### config.mk
export PLATFORM = sky130hd
export DESIGN_NAME = doc_safety_heartbeat_sched
export DESIGN_NICKNAME = d
export VERILOG_FILES = /design/src/rtl/doc_safety_heartbeat_sched.sv
export SDC_FILE = /design/constraint.sdc
export NUM_CORES = 1
export LEC_CHECK = 0
export ABC_AREA = 1
export ABC_CLOCK_PERIOD_IN_PS = 1300
export CORE_MARGIN = 3
export CORE_UTILIZATION = 45
export DETAILED_ROUTE_END_ITERATION = 6
export PLACE_DENSITY = 0.72
export SLEW_MARGIN = 20
export SYNTH_ARGS = -nofsm -noshare
export SYNTH_HDL_FRONTEND = slang
export SYNTH_SLANG_ARGS = --single-unit
### constraint.sdc
create_clock -name clk -period 1.3 [get_ports clk]
set_input_delay 0.195 -clock clk [delete_from_list [all_inputs] [get_ports clk]]
set_output_delay 0.195 -clock clk [all_outputs]
set_load 0.02 [all_outputs]
### src/rtl/doc_safety_heartbeat_sched.sv
// Heartbeat scheduler: pulses generate_bit once per window in which every task checked in,
// counts consecutive failed windows and latches a sticky fault after MAX_MISSES of them.
module doc_safety_heartbeat_sched #(
  parameter int unsigned NUM_TASKS     = 4,
  parameter int unsigned PERIOD_CYCLES = 1000,
  parameter int unsigned MAX_MISSES    = 3
) (
  input  logic                              clk,
  input  logic                              reset,
  input  logic                              enable,
  input  logic [NUM_TASKS-1:0]              task_alive,
  input  logic                              clear_fault,
  output logic                              generate_bit,
  output logic                              fault,
  output logic [NUM_TASKS-1:0]              missed_mask,
  output logic [$clog2(MAX_MISSES+1)-1:0]   miss_count
);

  localparam int unsigned WIN_W  = $clog2(PERIOD_CYCLES);
  localparam int unsigned MISS_W = $clog2(MAX_MISSES+1);
  localparam logic [WIN_W-1:0]  WIN_LAST = WIN_W'(PERIOD_CYCLES-1);
  localparam logic [MISS_W-1:0] MISS_MAX = MISS_W'(MAX_MISSES);

  typedef enum logic [1:0] {
    S_IDLE,
    S_RUN,
    S_FAULT
  } state_e;

  state_e                 state_q, state_d;
  logic [WIN_W-1:0]       win_cnt_q, win_cnt_d;
  logic [NUM_TASKS-1:0]   seen_q, seen_d;
  logic                   generate_bit_q, generate_bit_d;
  logic                   fault_q, fault_d;
  logic [NUM_TASKS-1:0]   missed_mask_q, missed_mask_d;
  logic [MISS_W-1:0]      miss_count_q, miss_count_d;

  logic [NUM_TASKS-1:0]   seen_f;
  logic [MISS_W-1:0]      miss_inc;

  always_comb begin
    state_d        = state_q;
    win_cnt_d      = win_cnt_q;
    seen_d         = seen_q;
    generate_bit_d = 1'b0;
    fault_d        = fault_q;
    missed_mask_d  = missed_mask_q;
    miss_count_d   = miss_count_q;
    // A check-in on the closing cycle still counts for the window being closed.
    seen_f         = seen_q | task_alive;
    miss_inc       = miss_count_q + MISS_W'(1);

    unique case (state_q)
      S_IDLE: begin
        win_cnt_d = '0;
        seen_d    = '0;
        if (enable) state_d = S_RUN;
      end
      S_RUN: begin
        if (!enable) begin
          state_d   = S_IDLE;
          win_cnt_d = '0;
          seen_d    = '0;
        end else if (win_cnt_q == WIN_LAST) begin
          win_cnt_d     = '0;
          seen_d        = '0;
          missed_mask_d = ~seen_f;
          if (&seen_f) begin
            generate_bit_d = 1'b1;
            miss_count_d   = '0;
          end else begin
            miss_count_d = miss_inc;
            if (miss_inc == MISS_MAX) begin
              state_d = S_FAULT;
              fault_d = 1'b1;
            end
          end
        end else begin
          win_cnt_d = win_cnt_q + WIN_W'(1);
          seen_d    = seen_f;
        end
      end
      S_FAULT: begin
        fault_d = 1'b1;
        if (clear_fault) begin
          state_d       = S_IDLE;
          fault_d       = 1'b0;
          miss_count_d  = '0;
          missed_mask_d = '0;
        end
      end
      default: begin
        state_d = S_IDLE;
      end
    endcase
  end

  always_ff @(posedge clk) begin
    if (reset) begin
      state_q        <= S_IDLE;
      win_cnt_q      <= '0;
      seen_q         <= '0;
      generate_bit_q <= 1'b0;
      fault_q        <= 1'b0;
      missed_mask_q  <= '0;
      miss_count_q   <= '0;
    end else begin
      state_q        <= state_d;
      win_cnt_q      <= win_cnt_d;
      seen_q         <= seen_d;
      generate_bit_q <= generate_bit_d;
      fault_q        <= fault_d;
      missed_mask_q  <= missed_mask_d;
      miss_count_q   <= miss_count_d;
    end
  end

  assign generate_bit = generate_bit_q;
  assign fault        = fault_q;
  assign missed_mask  = missed_mask_q;
  assign miss_count   = miss_count_q;

endmodule

; ---- Word-level counts from Yosys, hierarchy flattened
; Cells that the tools add are included.
[word_totals]
out_inout_bits = 8
elab_cells = 63
in_bits = 8
regBits = 24
[op_classes]
addsub = 2
eq_ne = 13
mux = 28
n_reduce_logical = 8
n_bitwise = 5
[ops]
columns = cell, count
row1 = two-way mux 10 bit, 2
row2 = two-way mux 4 bit, 5
row3 = one-hot mux 10 bit (2 select lines), 1
row4 = two-way mux 2 bit, 9
row5 = one-hot mux 4 bit (2 select lines), 2
row6 = != test 2 bit (second input constant), 6
row7 = adder 10 x 1 -> 10 bit (second input constant), 1
row8 = == test 10 bit (second input constant), 1
row9 = AND reduction 5 bit, 2
row10 = != test 3 bit (second input constant), 3
row11 = AND reduction 4 bit, 2
row12 = two-way mux 1 bit, 6
row13 = one-hot mux 2 bit (3 select lines), 1
row14 = == test 2 bit (second input constant), 2
row15 = inverter 4 bit, 1
row16 = OR 4 bit, 1
row17 = one-hot mux 2 bit (2 select lines), 1
row18 = nonzero test 2 bit, 2
row19 = OR reduction 4 bit, 1
row20 = inverter 1 bit, 3
row21 = adder 2 x 1 -> 2 bit (second input constant), 1
row22 = == test 2 x 1 -> 1 bit (second input constant), 1
row23 = zero test 2 bit, 1
row24 = one-hot mux 1 bit (2 select lines), 1

; ---- Logic depth before layout (Yosys ltp)
[depth]
ltp_word = 7
depth_mapped = 9
ltp_nobuf = 8

; ---- Worst setup path before layout
; OpenSTA, ideal clock, no wires.
[synth_path]
kind = reg-to-reg
start = reg win_cnt_q[0]
end = reg miss_count_q[1] (netlist: miss_count[1])
arrival_ps = 1186
path_slack_ps = -1
path_stages_with_launch = 10
n_path_buf = 1
setup_time_ps = 115
period_less_slack_ps = 1301
required_ps = 1185
cell_sequence = dfxtp_1 ha_1 nand2_2 nor2_1 nand3_2 nand2_2 buf_6 nand3_1 nand2_1 nor2_1
[synth_via]
elab_chain_cells = 3
[synth_lines]
columns = element, line
row1 = start: declaration, 31  ; logic [WIN_W-1:0] win_cnt_q, win_cnt_d;
row2 = start signal: assignment, 109  ; win_cnt_q <= win_cnt_d;
row3 = == test 10 bit, 64  ; end else if (win_cnt_q == WIN_LAST) begin
row4 = != test 2 bit (no line), --
row5 = AND reduction 4 bit (no line), --
row6 = end signal: assignment, 114  ; miss_count_q <= miss_count_d;
row7 = end: declaration, 36  ; logic [MISS_W-1:0] miss_count_q, miss_count_d;
; Every way passes these cells.
; A chain may end at the register's enable or synchronous reset.

; ---- Final worst setup path
[layout_path]
start = reg win_cnt_q[3]
end = reg win_cnt_q[7]
[layout_via]
elab_chain_cells = 4
word_cells_on_any_way = 5
classes_between = 1 x add/sub / 1 x eq/ne / 3 x mux
[layout_lines]
columns = element, line
row1 = adder 10 x 1 -> 10 bit / == test 10 bit (equally long branches), "79, 64"
row2 = two-way mux 10 bit (*), 64
row3 = two-way mux 10 bit (*), 60  ; if (!enable) begin
row4 = one-hot mux 10 bit (2 select lines) (*), 53  ; unique case (state_q)
; Every way passes the cells marked *; elsewhere a longest branch is shown, timed or not.

==> qor.yml <==
cts:
  clk_pin_slew_worst_paths_ns: 0.15
  ctsHoldBuffers: 0
  htree_levels: 1
  clkLatencyLatePin_ns: 0.33
  cts_inserted_buffers: 3
  clockRootBuffer: "clkbuf_4"
  cts_buffer_depth: 2
  tritoncts: "yes"
  cts_sinks: 24
synth:
  ys_async_sr_fraction: 0
  synth.mux.area_fraction: 0
  yosysMostFrequentCell: "nand2_1"
  synth.avg_cell_area_um2: 7.046
  synth_area_um2: 1261
  synth_top_area_share: 0.3810
  yosys.area.top_type: "dfxtp_1"
  synth_compound_area_frac: 0.09425
  syn_nets: 189
  synthFlopType: "dfxtp_1"
  synth_xor_area_frac: 0.02083
  ys_warn_count: 0
  synth_cells: 179
  synth_fa_ha_area_frac: 0.01984
  synth_area_leaders: "dfxtp_1, nand2_1, nor2_1"
  synth_cell_types: 25
  synth_common_cells: "nand2_1, nor2_1, dfxtp_1, a21oi_1, nand3_1"
  ys_ff_latch: 24
  synth_top_family_by_area: "simple AND/OR/NAND/NOR gates"
  synth-simple-area-share: 0.3919
  synth_edf_count: 0
  synth_seq_area_share: 0.3810
finish:
  finalCoreUtilization: 0.7349
  final_area_um2: 1887
  final_nets: 234
  syn_to_final_growth_pct: 49.60
  drive_gt1_frac: 0.3812
  n_antenna_cell: 0
power:
  p_leak_uw: 0.0008173
  ir_worst_vdd_mv: 1.291
  power_density_nw_per_um2: 1140
  power_uw: 2152
hold_path:
  hold_class: "flip-flop to flip-flop"
  holdPathStages: 2
routing:
  drt_iter0_drc: 46
  via_per_inst: 5.466
  wl_per_cell_um: 14.60
  vias: 1383
  route.detailed.drc: 0
  dr.pass1.iters: 4
  drtAntennaViolNets: 0
  wirelength_um: 3694
critical_path:
  r2r_cells: 7
  crit_buf_inv: 2
  end_kind: "flip-flop"
  crit_arrival_ns: 1.59
  crit_family: "simple AND/OR/NAND/NOR gates"
  worst-path-max-fanout: 4
  worstSetupStartpointType: "flip-flop"
  worstSetupPathType: "flip-flop to flip-flop"
  crit_cells: 7
  slowest_delay_ns: 0.37
  crit_chain: "inv_2 -> buf_6 -> nor3_4 -> nand2_2 -> o21ai_1 -> nand2_1 -> nor2_1"
  cp_slowest_cell: "dfxtp_2"
  crit_required_ns: 1.57
grt:
  grt_start_max_net_pins: 15
  overflow: 0
  antenna_found_initial: 0
  grt_pass1_vias: 1346
  grt_first_pass_wirelength_um: 5313
  grt_usage: 0.1955
placed_design:
  port_buffers: 15
  gp_congestion: 0.9073
  hpwl_um: 2162
  dpl-instance-area_um2: 1556
die:
  die_area_um2: 3474
  rows: 18
  die_w_um: 58.94
  ios: 16
  start_util: 0.4912
  core_um2: 2567
  die-height_um: 58.94
sta:
  rsz0062_at_grt: "true"
  min_period_ns: 1.317
  maxSlewHeadroom: 0.8156
  maxSlewViolCount: 0
  finalSetupViolCount: 2
  setup_slack_ns: -0.01711
  hold_viol: 0
  max_freq_mhz: 759.2
  tightest_slew_ns: 0.2758
  finalCritPeriodShare: 1.013
  finalClockSkew_ns: 0.01144
outcome:
  status: "finished, violations left"
  violations: "negative setup slack"
job:
  max_cap_viol_count: 0
## logic make-up (layout without fill, tap and decap cells)
kind of cell,Yosys count,count (layout)
DFF,24,24
and+or+nand+nor,103,105
xor gates and xnor gates,3,3
buffers and inverters,24,66
adders and majority gates,2,2
AOI/OAI and AO/OA,23,23
## what timing repair did
| item | in CTS | in global routing |
|---|---|---|
| setup buffers | 3 | 6 |
| resized for setup | 15 | 50 |
| gates cloned | 2 | 0 |
| endpoints found under the setup margin | 26 | 23 |
| pin swaps | 6 | 17 |
## final timing paths
kind	from	end	slack, ns
max	win_cnt_q[3]	win_cnt_q[7]	-0.02
min	fault	fault	0.48
max reg2reg	win_cnt_q[3]	win_cnt_q[7]	-0.02
min reg2reg	fault	fault	0.48
## flip-flops by register name, indices dropped and copies added (netlist names)
register / count
win_cnt_q: 10
missed_mask: 4
seen_q: 4
miss_count: 2
state_q: 2
fault: 1
generate_bit: 1
## per-layer routing
| layer | vias up | global-route usage | share of wire |
|---|---|---|---|
| li1 | 672 | - | - |
| met1 | 657 | 0.2207 | 0.41 |
| met2 | 54 | 0.3502 | 0.53 |
| met3 | 0 | 0.04605 | 0.065 |
| met4 | 0 | 0.07767 | 0 |
| met5 | - | 0 | 0 |
## cell usage in the layout, fill, tap and decap left out, types with 2 or more instances in the layout
| cell type | Yosys | layout |
|---|---|---|
| nand2_1 | 34 | 30 |
| nand3_2 | 3 | 11 |
| inv_1 | 13 | 13 |
| nand3_1 | 15 | 5 |
| dfxtp_1 | 24 | 19 |
| xor2_1 | 3 | 3 |
| clkdlybuf4s50_1 | 0 | 7 |
| a21oi_2 | 1 | 3 |
| a21oi_1 | 15 | 13 |
| nand2_4 | 1 | 7 |
| buf_4 | 1 | 24 |
| dfxtp_2 | 0 | 3 |
| o21ai_0 | 7 | 3 |
| nor3_4 | 1 | 2 |
| buf_6 | 3 | 4 |
| nor2_4 | 0 | 4 |
| nand2_2 | 5 | 4 |
| inv_2 | 5 | 4 |
| clkbuf_4 | 0 | 3 |
| dfxtp_4 | 0 | 2 |
| nor2_2 | 2 | 6 |
| nand4_1 | 5 | 5 |
| nand3_4 | 0 | 2 |
| o21ai_1 | 0 | 3 |
| nor2_1 | 32 | 24 |
| dlygate4sd2_1 | 0 | 8 |
## metrics by stage
| stage | setup TNS [ns] | cells | setup WS, ns | hold slack (ns) |
|---|---|---|---|---|
| floorplan | 0 | 179 | 0.02316 | 0.2641 |
| global placement | -0.8904 | 239 | -0.1351 | 0.4519 |
| detailed placement | -1.440 | 239 | -0.1561 | 0.4643 |
| CTS | -0.01265 | 248 | -0.006397 | 0.4813 |
| global route | -0.8313 | 253 | -0.1149 | 0.5085 |
| finish | -0.02411 | 253 | -0.01711 | 0.4797 |
## power by group
part	switching [uW]	internal, uW	total [uW]	leakage (uW)
Clock	248	312	560	0.0000279
Sequential	41.8	800	842	0.000198
Combinational	455	296	751	0.000592
## worst min-delay path: stages (launching register included)
cell and delay [ns]:
dfxtp_1 0.34, inv_1 0.07, a21oi_2 0.05
## cell type report
type	instances	area [um^2]
Clock buffer	3	22.52
Clock inverter	1	30.03
Fill cell	188	680.7
Inverter	19	73.82
Multi-Input combinational cell	133	865.8
Sequential cell	24	491.7
Tap cell	30	37.54
Timing Repair Buffer	43	365.4
Note: power is estimated with default switching activity, not from simulation.
==> edit 1 (same settings) <==
Make the reset (`reset`) asynchronous in one clocked block.
--- a/src/rtl/doc_safety_heartbeat_sched.sv
+++ b/src/rtl/doc_safety_heartbeat_sched.sv
@@ -95,7 +95,7 @@
     endcase
   end
 
-  always_ff @(posedge clk) begin
+  always_ff @(posedge clk or posedge reset) begin
     if (reset) begin
       state_q        <= S_IDLE;
       win_cnt_q      <= '0;
Check against the original RTL: no difference found for any inputs over 10 cycles, from zero or initial values and one cycle with reset high; that may be too few to reach the edited logic, so the function may still have changed.
==> edit 1 against the unedited design <==
- the flow still finishes with violations (setup timing)
- setup slack worse by 0.039 ns
- sequential cell count did not move
- power decreased by 14%
- wire length down 23%
- cell area decreased by 8.1%
- synthesized area is 4.4% higher
- global-route usage down 2.5 points
- via count decreased by 18%
- critical endpoint is now missed_mask[0]
==> edit 1: results (changes against the unedited design) <==
status finished with violations; failing checks setup timing; Max-slew headroom 0.7894 (-0.02616); CP endpoint missed_mask[0]; first-pass GRT wire length 4581 µm (-14%); Total Wirelength 2861 µm (-23%); Tot GR Track Use 0.1707 (-0.02478); FFs w/ async S/R, synth 1.000 (+1.000); top cells by count, synth 39 x nand2_1, 24 x dfrtp_1, 21 x nor2_1; # fillers 221 (+18%); Setup Viol. Count Final 17 (+15); Avg Cell Area, Syn 8.331 µm² (+18%); Clk pin slew, worst setup/hold paths 0.13 ns (-0.02 ns); Routability Congestion 0.8665 (-4.5%); Hold Crit Class in -> async; largest net degree at the start of global routing 25 (+10); Final nets 204 (-13%); Setup WS post-layout -0.05660 ns (-0.03948 ns); Crit Path Max Fanout 5 (+1); cells on worst reg2reg path 8 (+1); hpwl dp 2068 µm (-4.3%); layout cells sized above 1 0.2798 (-0.1014); Via density 5.094 (-6.8%); post-synthesis sequential area ratio 0.4563 (+0.07532); Leakage 0.8633 nW (+5.6%); peak supply drop 0.8609 mV (-33%); Synth area leaders dfrtp_1 46%, nand2_1 11%, nand3_1 6.1%, nor2_1 6.0%, inv_1 4.3%; Final Skew 0.003796 ns (-0.007643 ns); # resized after CTS 17 (+2); setup repair bufs after CTS 0 (-3); beginning of the critical path win_cnt_q[1]; routed len/inst 12.83 µm (-12%); Pint 1.314 mW (-6.6%); crit path DAT 1.63 ns (+0.04 ns); r2r endpoint missed_mask[0]; vias in the first global route 1076 (-20%)
==> edit 1: cell families after synthesis <==
logic type / Yosys count / share of synthesized area
xor+xnor: 3 / 0.01997
simple gates: 91 / 0.3489
flops: 24 / 0.4563
fa+ha+maj: 2 / 0.01901
compound gates: 16 / 0.07320
buf+inv: 22 / 0.08269
==> edit 1: stage by stage <==
step	cell area, µm²	power [mW]	worst slack, ns	hold WS (ns)
after detailed placement	1598	1.272	-0.1446	0.4874
after global placement	1598	1.252	-0.1046	0.4870
after CTS	1665	1.842	-0.08238	0.1931
after floorplan	1316	1.121	0.02174	0.2096
final	1734	1.861	-0.05660	0.1929
after global routing	1734	1.974	-0.1553	0.2018
==> edit 1: power groups by stage <==
| stage | combinational, mW | clock (mW) | sequential [mW] |
|---|---|---|---|
| 6_report | 0.440 | 0.553 | 0.869 |
| 5_1_grt | 0.504 | 0.592 | 0.879 |
| 4_1_cts | 0.415 | 0.569 | 0.858 |
| 3_5_place_dp | 0.399 | 0 | 0.872 |
| 3_3_place_gp | 0.385 | 0 | 0.867 |
| 2_1_floorplan | 0.252 | 0 | 0.869 |
==> edit 1: critical path, stage by stage, from the launching register on <==
cell	delay [ns]
dfrtp_1	0.43
ha_4	0.18
inv_4	0.04
nor2_4	0.15
nand4_4	0.10
nor2_4	0.17
buf_4	0.14
nand2_1	0.04
nand2_1	0.06
==> edit 1: metal layers <==
layer  vias up  part of all wire  GRT usage
li1        578                 -          -
met1       535              0.45     0.2126
met2        18              0.51     0.2840
met3         5             0.024    0.03240
met4         0             0.015    0.07595
met5         -                 0          0
==> edit 1: final cells by class <==
class,count,area share
Tap cell,30,0.02165
Sequential cell,24,0.3485
Inverter,19,0.05051
Clock buffer,3,0.01299
Multi-Input combinational cell,112,0.3838
Timing Repair Buffer,34,0.1652
Clock inverter,1,0.01732
==> edit 2 (same flow settings) <==
Without the edit above. `PERIOD_CYCLES`: 1000 -> 500.
--- a/src/rtl/doc_safety_heartbeat_sched.sv
+++ b/src/rtl/doc_safety_heartbeat_sched.sv
@@ -2,7 +2,7 @@
 // counts consecutive failed windows and latches a sticky fault after MAX_MISSES of them.
 module doc_safety_heartbeat_sched #(
   parameter int unsigned NUM_TASKS     = 4,
-  parameter int unsigned PERIOD_CYCLES = 1000,
+  parameter int unsigned PERIOD_CYCLES = 500,
   parameter int unsigned MAX_MISSES    = 3
 ) (
   input  logic                              clk,
Behaviour: no difference found for any inputs over 10 cycles, from zero or initial values and one cycle with reset high; that may be too few to reach the edited logic, so the function may still have changed.
==> edit 2 against the unedited design <==
- the run still ends with setup timing left
- non-clock buffer count is 10 lower
- global-route usage down 1.1 points
- highest routed layer is now met4
- setup slack lost 0.0081 ns
- first-iteration DRC count shrank 50%
- wire length decreased by 26%
- critical path type unchanged
- synthesized area decreased by 9.0%
- cell area down 16%
- sequential cell count is 1 lower
Power is not compared: it rests on default switching activity, and its combinational part moved more than twofold at a synthesized area within 25%.
==> edit 2: results (changes against the unedited design) <==
status finished with violations; failing checks setup timing; Post-Syn Instances 156 (-13%); n_diodes 0 (unchanged); Final nets 203 (-13%); Synth area leaders dfxtp_1 40%, nand2_1 11%, nor2_1 7.5%, a21oi_1 7.4%, nand3_1 6.5%; xor/xnor share of the synthesized area 0.007634 (-0.01320); Num CTS Buffers 3 (unchanged); initial drt markers 23 (-50%); Vias 1126 (-19%); TritonRoute pass-1 iters 4 (unchanged); Tot GR Track Use 0.1848 (-0.01067); top cells by count, synth 35 x nand2_1, 23 x dfxtp_1, 23 x nor2_1; IO buf count 15 (unchanged); Finished Layout Cells 220 (-13%); post-placement cell count 214 (-10%); routed len/inst 12.41 µm (-15%); first-pass GRT wire length 4816 µm (-9.4%); Mapped Nets 166 (-12%); CTS H-tree lvls 1 (unchanged); crit path DAT 1.56 ns (-0.03 ns); Post-Synth Adder-Cell Area 0.02181 (+0.001969); crit-path max cell delay 0.38 ns; CTS Buffer Depth 2 (unchanged); Routability Congestion 0.8046 (-11%); Max-slew headroom 0.8327 (+0.01711); Setup WS post-layout -0.02520 ns (-0.008087 ns); Leakage 0.7289 nW; pre-CTS setup slack -0.2308 ns (-0.07471 ns); peak supply drop just under 0.7 mV; Setup Viol. Count Final 3 (+1); synth warn 0 (unchanged); hpwl dp 1987 µm (-8.1%); placed cell area 1454 µm² (-6.6%); Final Skew 0.007064 ns (-0.004375 ns); post-synthesis sequential area ratio 0.4013 (+0.02036); layout cells sized above 1 0.3177 (-0.06346); slowest CP cell dfxtp_2; Root Driver clkbuf_4; count of cell types in the netlist 26 (+4.0%); Crit Path Max Fanout 5 (+1); Min Hold Slack 0.4895 ns (+0.009790 ns); max reg flops 9 (-1); worst skew pair latency 0.32 ns; Synth Area in Compound Gates 0.1025 (+0.008262); total net switching power 0.3038 mW
edit 2: changes by cell type in the layout (fill, tap and decap cells not counted), sizes merged, moves of 4 or more:
| cell | delta |
|---|---|
| o21ai | -5 |
| nor2 | -6 |
| nand4 | -4 |
| buf | -10 |
edit 2: final cells by class:
cell class | instances | area [µm²]
fill | 214 | 730.7
inverter | 17 | 68.82
timing repair buffer | 33 | 276.5
sequential | 23 | 466.7
tap | 28 | 35.03
clock inverter | 1 | 7.507
multi-input combinational | 115 | 710.7
clock buffer | 3 | 22.52
edit 2: path summary, 6_finish.rpt:
path	startpoint	endpoint	depth (start not counted)
worst min register to register	win_cnt_q[6]	win_cnt_q[6]	2
worst max register to register	win_cnt_q[1]	missed_mask[2]	7
worst min-delay path	win_cnt_q[6]	win_cnt_q[6]	2
worst max-delay path	win_cnt_q[1]	missed_mask[2]	7
edit 2: logic make-up after synthesis:
family / after synthesis
xor+xnor: 1
compound gates: 22
flops: 23
buf+inv: 19
fa+ha+maj: 2
simple gates: 89
edit 2: metrics by stage:
stage	power, mW	TNS (ns)
after floorplan	0.7937	0
after global placement	0.8496	-2.177
after detailed placement	0.8530	-2.752
after CTS	1.205	0
after global routing	1.261	-0.8679
final	1.198	-0.05381
edit 2: power by group through the flow:
stage / Combinational (mW) / Sequential [mW] / Clock (mW)
after floorplan: 0.0598 / 0.734 / 0
after detailed placement: 0.119 / 0.734 / 0
after CTS: 0.121 / 0.720 / 0.363
final: 0.130 / 0.720 / 0.348
after global placement: 0.116 / 0.734 / 0
after global routing: 0.145 / 0.721 / 0.395
edit 2: what timing repair did:
action	in CTS	in global routing
setup buffers	0	1
setup endpoints to repair	26	18
pin swaps	2	5
cloned	0	1
resized for setup	13	22
edit 2: routing by layer:
layer | GRT usage | part of all wire | routed length (µm) | vias up
met5 | 0 | 0 | 0 | -
met4 | 0.04068 | 0.0099 | 27 | 0
met3 | 0.04368 | 0.031 | 85 | 4
met2 | 0.3218 | 0.50 | 1377 | 22
met1 | 0.2286 | 0.45 | 1239 | 525
li1 | - | - | - | 575
edit 2: critical path, delay by kind of cell (launching register included):
family | cells | cell delay (ns)
flops | 1 | 0.38
buf+inv | 1 | 0.15
compound gates | 1 | 0.06
fa+ha+maj | 1 | 0.17
simple gates | 4 | 0.48
